===== config.mk =====
export PLATFORM = sky130hd
export DESIGN_NAME = seq_alu_flat
export DESIGN_NICKNAME = d
export VERILOG_FILES = /design/src/rtl/seq_alu_pkg.sv /design/src/rtl/seq_alu_if.sv /design/src/rtl/alu_muldiv_iter.sv /design/src/rtl/seq_alu.sv /design/src/flat_wrapper.sv
export SDC_FILE = /design/constraint.sdc
export NUM_CORES = 1
export LEC_CHECK = 0
export CORE_ASPECT_RATIO = 1.25
export CORE_MARGIN = 3
export CORE_UTILIZATION = 33
export DETAILED_ROUTE_END_ITERATION = 6
export GPL_TIMING_DRIVEN = 0
export SYNTH_ARGS = -nofsm -noshare
export SYNTH_HDL_FRONTEND = slang
export SYNTH_SLANG_ARGS = --single-unit
export TNS_END_PERCENT = 10

===== constraint.sdc =====
create_clock -name clk -period 8.3 [get_ports clk]
set_input_delay 1.66 -clock clk [delete_from_list [all_inputs] [get_ports clk]]
set_output_delay 1.66 -clock clk [all_outputs]
set_load 0.03 [all_outputs]

===== src/rtl/seq_alu_pkg.sv =====
// Shared definitions for the sequential ALU: operation codes, FSM states and
// the classifier that routes an op to the iterative multiply/divide unit.
package alu_pkg;

  localparam logic [3:0] OP_AND   = 4'b0000;
  localparam logic [3:0] OP_OR    = 4'b0001;
  localparam logic [3:0] OP_ADD   = 4'b0010;
  localparam logic [3:0] OP_SUB   = 4'b0011;
  localparam logic [3:0] OP_XOR   = 4'b0100;
  localparam logic [3:0] OP_SLT   = 4'b0101;
  localparam logic [3:0] OP_SLL   = 4'b0110;
  localparam logic [3:0] OP_SRL   = 4'b0111;
  localparam logic [3:0] OP_SRA   = 4'b1000;
  localparam logic [3:0] OP_SLTU  = 4'b1001;
  localparam logic [3:0] OP_MUL   = 4'b1010;
  localparam logic [3:0] OP_MULHU = 4'b1011;
  localparam logic [3:0] OP_DIVU  = 4'b1100;
  localparam logic [3:0] OP_REMU  = 4'b1101;
  localparam logic [3:0] OP_DIV   = 4'b1110;
  localparam logic [3:0] OP_REM   = 4'b1111;

  typedef enum logic [1:0] {
    S_IDLE = 2'd0,
    S_BUSY = 2'd1,
    S_DONE = 2'd2
  } state_t;

  // Everything from MUL upward runs through the radix-2 iterative unit.
  function automatic logic is_iter(input logic [3:0] op);
    return op >= OP_MUL;
  endfunction

endpackage


===== src/rtl/seq_alu_if.sv =====
// Issue/writeback handshake bundle between the execute stage and the ALU.
interface seq_alu_if #(parameter int WIDTH = 32);
  logic             in_valid;
  logic             in_ready;
  logic [3:0]       op;
  logic [WIDTH-1:0] input1;
  logic [WIDTH-1:0] input2;
  logic             out_valid;
  logic             out_ready;
  logic [WIDTH-1:0] ALUResult;
  logic             zero;
  logic             busy;

  modport master (
    output in_valid, op, input1, input2, out_ready,
    input  in_ready, out_valid, ALUResult, zero, busy
  );

  modport slave (
    input  in_valid, op, input1, input2, out_ready,
    output in_ready, out_valid, ALUResult, zero, busy
  );
endinterface


===== src/rtl/alu_muldiv_iter.sv =====
// Radix-2 shift-add multiplier / restoring divider. One step per cycle for
// WIDTH cycles; done is a combinational pulse during the last step, with the
// final (sign-corrected) result presented alongside it for the caller to latch.
module alu_muldiv_iter
  import alu_pkg::*;
#(
  parameter int WIDTH = 32
) (
  input  logic             clk,
  input  logic             rst,
  input  logic             start,
  input  logic [3:0]       op,
  input  logic [WIDTH-1:0] a,
  input  logic [WIDTH-1:0] b,
  output logic             done,
  output logic [WIDTH-1:0] result
);
  localparam int CW = $clog2(WIDTH);

  logic             active;
  logic [CW-1:0]    count;
  logic [3:0]       op_q;
  logic [WIDTH-1:0] acc, mq, opb;
  logic             neg_q, neg_r;
  logic             sdiv;
  logic [WIDTH:0]   sum, shifted;
  logic [WIDTH-1:0] acc_nx, mq_nx;

  // Signed divide works on magnitudes; signs are restored at the end.
  assign sdiv = (op == OP_DIV) || (op == OP_REM);

  // One multiply (add then shift right) or divide (shift left then trial subtract) step.
  always_comb begin
    sum     = {1'b0, acc} + {1'b0, (mq[0] ? opb : '0)};
    shifted = {acc, mq[WIDTH-1]};
    acc_nx  = acc;
    mq_nx   = mq;
    if ((op_q == OP_MUL) || (op_q == OP_MULHU)) begin
      acc_nx = sum[WIDTH:1];
      mq_nx  = {sum[0], mq[WIDTH-1:1]};
    end else if (shifted >= {1'b0, opb}) begin
      acc_nx = WIDTH'(shifted - {1'b0, opb});
      mq_nx  = {mq[WIDTH-2:0], 1'b1};
    end else begin
      acc_nx = shifted[WIDTH-1:0];
      mq_nx  = {mq[WIDTH-2:0], 1'b0};
    end
  end

  // Final result selection with sign fixup, valid while done is high.
  always_comb begin
    result = '0;
    case (op_q)
      OP_MUL:           result = mq_nx;
      OP_MULHU:         result = acc_nx;
      OP_DIVU, OP_DIV:  result = neg_q ? -mq_nx : mq_nx;
      default:          result = neg_r ? -acc_nx : acc_nx;
    endcase
  end

  assign done = active && (count == CW'(WIDTH - 1));

  // Operand latch on start, then iterate until the last step.
  always_ff @(posedge clk) begin
    if (rst) begin
      active <= 1'b0;
      count  <= '0;
      op_q   <= '0;
      acc    <= '0;
      mq     <= '0;
      opb    <= '0;
      neg_q  <= 1'b0;
      neg_r  <= 1'b0;
    end else if (start) begin
      active <= 1'b1;
      count  <= '0;
      op_q   <= op;
      acc    <= '0;
      mq     <= (sdiv && a[WIDTH-1]) ? -a : a;
      opb    <= (sdiv && b[WIDTH-1]) ? -b : b;
      // A zero divisor must leave the all-ones quotient untouched.
      neg_q  <= sdiv && (a[WIDTH-1] ^ b[WIDTH-1]) && (b != '0);
      neg_r  <= sdiv && a[WIDTH-1];
    end else if (active) begin
      acc   <= acc_nx;
      mq    <= mq_nx;
      count <= count + 1'b1;
      if (done) active <= 1'b0;
    end
  end
endmodule


===== src/rtl/seq_alu.sv =====
// Handshaked execute-stage ALU: single-cycle ops are registered straight into
// DONE, multiply/divide run through the iterative unit via BUSY.
//   state | meaning
//   IDLE  | ready to accept an operation
//   BUSY  | iterative multiply/divide in progress
//   DONE  | result held until the consumer takes it
module seq_alu
  import alu_pkg::*;
#(
  parameter int WIDTH = 32
) (
  input logic     clk,
  input logic     rst,
  seq_alu_if.slave bus
);
  localparam int SHW = $clog2(WIDTH);

  state_t           state, state_nx;
  logic [WIDTH-1:0] alu_res, iter_res, res_q;
  logic             zero_q, accept, start, iter_done;
  logic [SHW-1:0]   shamt;

  assign shamt  = bus.input2[SHW-1:0];
  assign accept = bus.in_valid && (state == S_IDLE);
  assign start  = accept && is_iter(bus.op);

  // Single-cycle datapath.
  always_comb begin
    alu_res = '0;
    case (bus.op)
      OP_AND:  alu_res = bus.input1 & bus.input2;
      OP_OR:   alu_res = bus.input1 | bus.input2;
      OP_ADD:  alu_res = bus.input1 + bus.input2;
      OP_SUB:  alu_res = bus.input1 - bus.input2;
      OP_XOR:  alu_res = bus.input1 ^ bus.input2;
      OP_SLT:  alu_res = {{(WIDTH-1){1'b0}}, $signed(bus.input1) < $signed(bus.input2)};
      OP_SLTU: alu_res = {{(WIDTH-1){1'b0}}, bus.input1 < bus.input2};
      OP_SLL:  alu_res = bus.input1 << shamt;
      OP_SRL:  alu_res = bus.input1 >> shamt;
      OP_SRA:  alu_res = $signed(bus.input1) >>> shamt;
      default: alu_res = '0;
    endcase
  end

  alu_muldiv_iter #(.WIDTH(WIDTH)) u_iter (
    .clk    (clk),
    .rst    (rst),
    .start  (start),
    .op     (bus.op),
    .a      (bus.input1),
    .b      (bus.input2),
    .done   (iter_done),
    .result (iter_res)
  );

  // State register.
  always_ff @(posedge clk) begin
    if (rst) state <= S_IDLE;
    else     state <= state_nx;
  end

  // Next-state and handshake outputs.
  always_comb begin
    state_nx      = state;
    bus.in_ready  = 1'b0;
    bus.out_valid = 1'b0;
    bus.busy      = 1'b0;
    case (state)
      S_IDLE: begin
        bus.in_ready = 1'b1;
        if (bus.in_valid) state_nx = is_iter(bus.op) ? S_BUSY : S_DONE;
      end
      S_BUSY: begin
        bus.busy = 1'b1;
        if (iter_done) state_nx = S_DONE;
      end
      S_DONE: begin
        bus.out_valid = 1'b1;
        if (bus.out_ready) state_nx = S_IDLE;
      end
      default: state_nx = S_IDLE;
    endcase
  end

  // Result register, loaded on a single-cycle accept or the final iterative step.
  always_ff @(posedge clk) begin
    if (rst) begin
      res_q  <= '0;
      zero_q <= 1'b1;
    end else if (accept && !is_iter(bus.op)) begin
      res_q  <= alu_res;
      zero_q <= (alu_res == '0);
    end else if ((state == S_BUSY) && iter_done) begin
      res_q  <= iter_res;
      zero_q <= (iter_res == '0);
    end
  end

  assign bus.ALUResult = res_q;
  assign bus.zero      = zero_q;
endmodule


===== src/flat_wrapper.sv =====
// flat-port wrapper written by rule: the top's interface ports become plain ports
module seq_alu_flat import alu_pkg::*;
#(
  parameter int WIDTH = 32
)
  (clk, rst, bus_in_valid, bus_op, bus_input1, bus_input2, bus_out_ready, bus_in_ready, bus_out_valid, bus_ALUResult, bus_zero, bus_busy);
  seq_alu_if #(.WIDTH(WIDTH)) bus_i ();
  input logic clk;
  input logic rst;
  input wire logic [$bits(bus_i.in_valid)-1:0] bus_in_valid;
  input wire logic [$bits(bus_i.op)-1:0] bus_op;
  input wire logic [$bits(bus_i.input1)-1:0] bus_input1;
  input wire logic [$bits(bus_i.input2)-1:0] bus_input2;
  input wire logic [$bits(bus_i.out_ready)-1:0] bus_out_ready;
  output wire logic [$bits(bus_i.in_ready)-1:0] bus_in_ready;
  output wire logic [$bits(bus_i.out_valid)-1:0] bus_out_valid;
  output wire logic [$bits(bus_i.ALUResult)-1:0] bus_ALUResult;
  output wire logic [$bits(bus_i.zero)-1:0] bus_zero;
  output wire logic [$bits(bus_i.busy)-1:0] bus_busy;
  assign bus_i.in_valid = bus_in_valid;
  assign bus_i.op = bus_op;
  assign bus_i.input1 = bus_input1;
  assign bus_i.input2 = bus_input2;
  assign bus_i.out_ready = bus_out_ready;
  assign bus_in_ready = bus_i.in_ready;
  assign bus_out_valid = bus_i.out_valid;
  assign bus_ALUResult = bus_i.ALUResult;
  assign bus_zero = bus_i.zero;
  assign bus_busy = bus_i.busy;
  seq_alu #(.WIDTH(WIDTH)) u_core (.clk(clk), .rst(rst), .bus(bus_i));
endmodule

==> reports/qor.txt, run 1 <==
Fill cells -> 7696
Max-Cap Viols -> 0
PortBufs -> 106
GP Congestion -> 1.110
Worst EP arrival -> 8.68 ns
worst skew pair latency -> 0.46 ns
Peak VDD IR -> 0.0001414 V
CTS tree -> yes
vias in the first global route -> 28910
Die W -> 244.4 um
max incr delay on CP -> 0.59 ns
EDFF count, synth -> 0
asr flop ratio synth -> 0%
DRT antenna net count -> 0
setup TNS -> 0 ns
Setup CP Type -> primary input to flop
Slew headroom -> 8.614%
final wirelength -> 145100 um
DR pass1 iterations -> 7
total grt overflow -> 0
global router's overall resource usage -> 37.65%
Worst Skew -> 0.01235 ns
DPL Wire Length -> 118800 um
cell family with most CP delay -> simple AND/OR/NAND/NOR gates
drt drc -> 0
worst slew pin tran -> 1.360 ns
TritonCTS Buffers -> 17
Worst Hold Class -> flop to flop
initial antenna violation count -> 5
Mapped Area -> 23440 um^2
Slew Viols, Final -> 0
Area Growth Syn to Fin -> 12.73%
status -> completed
Die Ht -> 304.0 um
sequence of cells on the critical path -> clkdlybuf4s50_1 -> buf_2 -> clkbuf_4 -> buf_2 -> clkinv_2 -> ha_1 -> o21ba_2 -> or4_1 -> and4b_1 -> o31ai_4 -> a211oi_1 -> o41ai_2 -> o211ai_1 -> a21o_1 -> nor4_1 -> nand4_1 -> nor4b_1 -> and4b_1 -> nand3_1 -> nand2_1 -> a2bb2oi_2
static leakage -> 9.872 nW
Syn Area/Cell -> 7.013 um^2
H-Tree Depth -> 4
CP Buf/Inv Count -> 5
final setup violation count -> 0
area of the die -> 74300 um^2
most common cell after layout, fill and taps aside -> nor2_1
sw frac -> 54.67%
reg2reg setup slack -> 0.67 ns
final net count -> 3715
combinational share of power -> 64.9%
largest net degree at the start of global routing -> 17
core region area -> 69860 um^2
Finished Cell Area -> 26430 um^2
Flop pwr share -> 18.0%
total number of vias -> 29200
CP Max Fanout -> 10
placed cell area -> 25690 um^2
clock sinks -> 143
Seq/Total Area, Yosys -> 12.21%
clock slew at reported path FFs -> 0.07 ns
RSZ-0062 raised after global routing -> no
hold-fix buffers at CTS -> 0
nature of the critical path endpoint -> flop
predominant post-synthesis flop cell -> dfxtp_1
clk root buf -> clkbuf_16
Tcrit/Tclk final -> 99.88%
Worst EP required -> 8.69 ns
WL per Instance -> 32.78 um
Worst Hold Margin -> 0.5045 ns
Startpoint Class -> primary input
Power Density -> 175.6 nW/um^2
vias per cell -> 6.596
Post-Syn Nets -> 3585
synth top area cells -> dfxtp_1 12%, ha_1 8.9%, nor2_1 6.9%
design internal power -> 0.002104 W
most frequent cells in the layout -> 428 x nor2_1, 303 x a21oi_1, 280 x nand2_1
Tmin final -> 8.290 ns
Unique masters post-synth -> 105
Longest Clk Path Bufs -> 2
Clock Power Share -> 17.1%
global-route wire length before repair -> 204900 um
num rows -> 108
maximum clock frequency -> 120.6 MHz
final hold vios -> 0
fraction of layout cells with a size suffix above 1 -> 5.967%
Synth Register Bits -> 143
IO Count -> 108
Syn Inst Count -> 3343
Crit-path slowest cell -> clkdlybuf4s50_1
Switch Pwr -> 0.002537 W
Initial Util -> 33.56%
Starting DRT DRC Count -> 3545
Synth Warn # -> 0
cell taking the most area after synthesis -> dfxtp_1
Synth top area share -> 12.21%
## layer usage
| layer | global-route usage [%] | routed length (um) |
|---|---|---|
| met1 | 40.23 | 49840 |
| met2 | 63.09 | 66790 |
| met4 | 35.07 | 17200 |
| met5 | 0 | 0 |
| met3 | 6.063 | 11280 |
## path summary, 6_finish.rpt
kind,startpoint,to,cells past startpoint
worst max-delay path,bus_input2[1],u_core.bus.zero$_SDFFE_PP1P_,21
worst min-delay path,u_core.u_iter.count[4]$_SDFFE_PP0P_,u_core.u_iter.count[4]$_SDFFE_PP0P_,2
worst max register to register,u_core.u_iter.op_q[3]$_SDFFE_PP0P_,u_core.bus.zero$_SDFFE_PP1P_,18
worst min register to register,u_core.u_iter.count[4]$_SDFFE_PP0P_,u_core.u_iter.count[4]$_SDFFE_PP0P_,2
## state kept, by name (all words and copies together) (netlist names), 2 cells and up
name                  flops
u_core.u_iter.mq         32
u_core.u_iter.acc        32
u_core.u_iter.count       5
u_core.bus.ALUResult     32
u_core.state              2
u_core.u_iter.op_q        4
u_core.u_iter.opb        32
## synthesized netlist by cell type, types with 14 or more instances
cell type,count
a211o_1,14
a211oi_1,111
a21o_1,50
a21oi_1,303
a221oi_1,28
a22oi_1,26
a311oi_1,17
a31oi_1,57
and2_1,56
and3_1,24
buf_1,34
buf_2,20
clkbuf_1,203
dfxtp_1,143
ha_1,166
inv_1,157
mux2_2,15
mux2i_1,100
mux4_2,60
nand2_1,280
nand2b_1,25
nand3_1,85
nand4_1,36
nor2_1,428
nor2b_1,22
nor3_1,67
nor4_1,38
o211ai_1,51
o21a_1,25
o21ai_0,211
o221ai_1,15
o22ai_1,28
o31ai_1,31
o41ai_1,15
or3_1,29
xnor2_1,101
xor2_1,28
## through the flow
step / setup WS [ns] / power (W) / std cells / util [%]
floorplan: 1.847 / 0.002673 / 3343 / -
global placement: -1.937 / 0.003720 / 4384 / 36.75
detailed placement: -1.943 / 0.003706 / 4385 / 36.78
CTS: 0.002486 / 0.004508 / 4417 / 37.69
global route: 0.03446 / 0.004813 / 4421 / 37.81
finish: 0.009953 / 0.004641 / 4427 / 37.83
## power groups by stage
stage	clock network (W)	registers [W]	logic (W)
5_1_grt	0.000818	0.000836	0.00316
3_3_place_gp	0	0.000844	0.00288
2_1_floorplan	0	0.000820	0.00185
3_5_place_dp	0	0.000844	0.00286
4_1_cts	0.000792	0.000828	0.00289
6_report	0.000796	0.000835	0.00301
## area by class of cell
cell class              instances  area (um^2)  area share [%]
multi-input cells            2782        19080           72.19
plain buffers                 257         1011           3.825
clock buffers                  18        439.2           1.662
inverters                     160        605.6           2.291
diodes                          6        15.01         0.05681
clock inverters                14        141.4          0.5349
flip-flops and latches        143         2863           10.83
well taps                     935         1170           4.426
repair buffers                112         1106           4.185
## timing repair
item | in CTS | in global routing
pin swaps | 0 | 1
endpoints found under the setup margin | 15 | 7
hold endpoints to repair | 0 | 0
setup buffers | 0 | 5
resized for setup | 12 | 18
## tightest hold or removal path: stages (launching register included)
cell	delay, ns
dfxtp_1	0.33
mux2i_1	0.07
nor2_1	0.07
## cells by family after synthesis
logic type                 share of synthesized area, %
and+or+nand+nor                                   23.16
AOI/OAI and AO/OA                                 33.02
DFF                                               12.21
buffers and inverters                             6.831
xor gates and xnor gates                          4.819
adders and majority gates                         9.201
muxes                                             10.75
Note: power is estimated with default switching activity, not from simulation.
==> run 2, diff against run 1 <==
--- a/config.mk
+++ b/config.mk
@@ -12,5 +12,6 @@
 export GPL_TIMING_DRIVEN = 0
 export SYNTH_ARGS = -nofsm -noshare
 export SYNTH_HDL_FRONTEND = slang
+export SYNTH_HIERARCHICAL = 1
 export SYNTH_SLANG_ARGS = --single-unit
 export TNS_END_PERCENT = 10
==> run 2 against run 1 <==
The flow now finishes with violations (setup timing). Combinational power fell by 9.3%. Count of clock-buffer cells in the layout unchanged. Critical path depth is 2 lower. Sequential cell count stayed put. Clock skew is 0.0010 ns higher. Non-clock buffer count decreased by 8. Via count up 0.83%. Sequential share of layout area decreased by 0.32 points. First-iteration DRC count is 7.7% lower. Routed wire length is 1.6% lower. Synthesized cell count is 3.0% higher.
==> reports/qor.txt, run 2 <==
Seq/Total Area, Yosys -> 11.77%
status -> complete, but fails checks
most frequent cells in the layout -> 376 x nor2_1, 322 x nand2_1, 309 x a21oi_1
IO Count -> 108
hold-fix buffers at CTS -> 0
cell taking the most area after synthesis -> dfxtp_1
drt drc -> 0
predominant post-synthesis flop cell -> dfxtp_1
failing checks -> setup timing
final net count -> 3826
Worst Hold Class -> flop to flop
maximum clock frequency -> 120.3 MHz
Tmin final -> 8.316 ns
Synth top area share -> 11.77%
final setup violation count -> 1
CP Buf/Inv Count -> 7
nature of the critical path endpoint -> flop
placed cell area -> 26620 um^2
largest net degree at the start of global routing -> 18
Synth Warn # -> 6
DPL Wire Length -> 116500 um
Hold Startpoint -> u_core/u_iter/count[4]$_SDFFE_PP0P_
sequence of cells on the critical path -> clkdlybuf4s50_1 -> inv_2 -> buf_2 -> clkbuf_1 -> clkbuf_2 -> buf_2 -> ha_1 -> clkbuf_1 -> nor2b_1 -> o31a_1 -> o2111ai_1 -> a31oi_1 -> mux2_2 -> nor4_2 -> nand2_1 -> or4_1 -> nor3_1 -> nand3_1 -> o41ai_2
Startpoint Class -> primary input
synth top area cells -> dfxtp_1 12%, ha_1 9.2%, a21oi_1 6.4%
Post-Syn Nets -> 3697
Longest Clk Path Bufs -> 2
vias in the first global route -> 28240
simple logic cell fraction of the synthesized area -> 23.82%
register area -> 2863 um^2
setup TNS -> -0.01604 ns
worst slew pin tran -> 1.441 ns
asr flop ratio synth -> 0%
Hold Path Cell Cnt -> 2
Syn Inst Count -> 3443
Die Ht -> 309.5 um
clk root buf -> clkbuf_16
CP Max Fanout -> 11
fraction of layout cells with a size suffix above 1 -> 6.667%
Slew headroom -> 3.947%
WL per Instance -> 31.45 um
multi-input logic area -> 19770 um^2
Mapped Area -> 24320 um^2
RSZ-0062 raised after global routing -> no
largest family of logic cells by synthesized area -> compound AO/OA/AOI/OAI gates
final setup margin -> -0.01604 ns
WL met2 -> 64460 um
Syn Area/Cell -> 7.063 um^2
static leakage -> 10.44 nW
Worst EP arrival -> 8.68 ns
Unique masters post-synth -> 114
clock sinks -> 143
CTS tree -> yes
Power Density -> 160.4 nW/um^2
Setup WS pre-CTS -> -1.061 ns
CP Launch Point -> bus_input2[2]
total grt overflow -> 0
Worst Skew -> 0.01337 ns
initial antenna violation count -> 1
multiplexer area fraction after synthesis -> 11.30%
Setup Buffers After CTS -> 0
DR pass1 iterations -> 6
Setup CP Type -> primary input to flop
top cells by count, synth -> 376 x nor2_1, 322 x nand2_1, 309 x a21oi_1, 183 x o21ai_0, 178 x ha_1
Peak VDD IR -> 0.0001652 V
global router's overall resource usage -> 35.41%
clock slew at reported path FFs -> 0.07 ns
final hold vios -> 0
GP Congestion -> 1.092
PortBufs -> 107
EDFF count, synth -> 0
most common cell after layout, fill and taps aside -> nor2_1
final wirelength -> 142700 um
Met3 Wirelength -> 10190 um
Initial Util -> 33.53%
Synth Area in Compound Gates -> 30.59%
Fill cells -> 7886
TritonCTS Buffers -> 17
R2R Path Start -> u_core/u_iter/op_q[3]$_SDFFE_PP0P_
uppermost routed layer -> met4
Die W -> 248.8 um
core region area -> 72530 um^2
met1 WL -> 51550 um
Starting DRT DRC Count -> 3273
Finished Cell Area -> 27250 um^2
vias per cell -> 6.488
Max-Cap Viols -> 0
most frequent cell after synthesis -> nor2_1
Crit-path slowest cell -> clkdlybuf4s50_1
Area Growth Syn to Fin -> 12.03%
XOR/XNOR Fraction of Synth Area -> 5.942%
area of the die -> 77010 um^2
Post-Synth Adder-Cell Area -> 9.487%
max incr delay on CP -> 0.81 ns
Synth Register Bits -> 143
R2R depth -> 16
Core Util, Final -> 37.56%
Worst EP required -> 8.67 ns
Tcrit/Tclk final -> 100.2%
Slew Viols, Final -> 0
Stages on worst setup path -> 19
DRT antenna net count -> 0
total number of vias -> 29440
worst skew pair latency -> 0.45 ns
global-route wire length before repair -> 200100 um
reg2reg setup slack -> 1.23 ns
cell family with most CP delay -> buffers and inverters
num rows -> 110
H-Tree Depth -> 4
-- run 2: worst paths after layout --
| path | end |
|---|---|
| hold / removal | u_core/u_iter/count[4]$_SDFFE_PP0P_ |
| hold reg to reg | u_core/u_iter/count[4]$_SDFFE_PP0P_ |
| setup / recovery | u_core/bus.zero$_SDFFE_PP1P_ |
| setup reg to reg | u_core/bus.zero$_SDFFE_PP1P_ |
-- run 2: timing repair --
action,in CTS,in global routing
endpoints found under the setup margin,3,1
pin swaps,0,0
gates resized for setup,3,2
hold endpoints to repair,0,0
-- run 2: worst register-to-register path: stages (launching register included) --
cell,delay (ns)
dfxtp_1,0.44
and3b_1,0.26
buf_2,0.36
clkbuf_1,0.66
buf_1,0.77
clkbuf_1,0.68
buf_1,0.69
clkbuf_1,0.84
mux2i_1,0.55
xor2_1,0.14
a21oi_1,0.21
nand3_1,0.28
nor4_1,0.30
nand4_1,0.18
o31ai_1,0.38
a21oi_1,0.16
o41ai_2,0.08
-- run 2: metrics by stage --
stage,std cells,power (W),hold slack (ns)
after floorplan,3443,0.002514,0.4546
after global placement,4502,0.003476,0.4800
after detailed placement,4505,0.003467,0.4985
after CTS,4537,0.004279,0.5155
after global routing,4537,0.004542,0.5453
final,4538,0.004369,0.5124
-- run 2: final cells by class --
class / count / share of cell area, %
multi-input cells: 2872 / 72.57
flip-flops and latches: 143 / 10.51
well taps: 952 / 4.372
repair buffers: 110 / 4.004
plain buffers: 251 / 3.903
inverters: 177 / 2.438
clock buffers: 18 / 1.575
clock inverters: 14 / 0.6199
diodes: 1 / 0.009184
-- run 2: report_power, final --
group	internal [W]	switching [W]	total, W	leakage, nW
combinational	0.000909	0.00182	0.00273	8.97
clock	0.000454	0.000350	0.000804	0.296
sequential	0.000739	0.0000940	0.000833	1.17
-- run 2: metal layers --
| metal | vias to the layer above | global-route usage (%) |
|---|---|---|
| met1 | 14100 | 39.27 |
| met4 | 0 | 32.93 |
| met5 | - | 0 |
| met3 | 583 | 4.595 |
| li1 | 13010 | - |
| met2 | 1746 | 59.17 |
-- run 2: logic make-up (layout without fill, tap and decap cells) --
kind of cell | Yosys count | count (layout)
and+or+nand+nor | 1204 | 1204
AOI/OAI and AO/OA | 1110 | 1110
xor gates and xnor gates | 165 | 165
other | 0 | 1
DFF | 143 | 143
buffers and inverters | 428 | 570
adders and majority gates | 182 | 182
muxes | 211 | 211
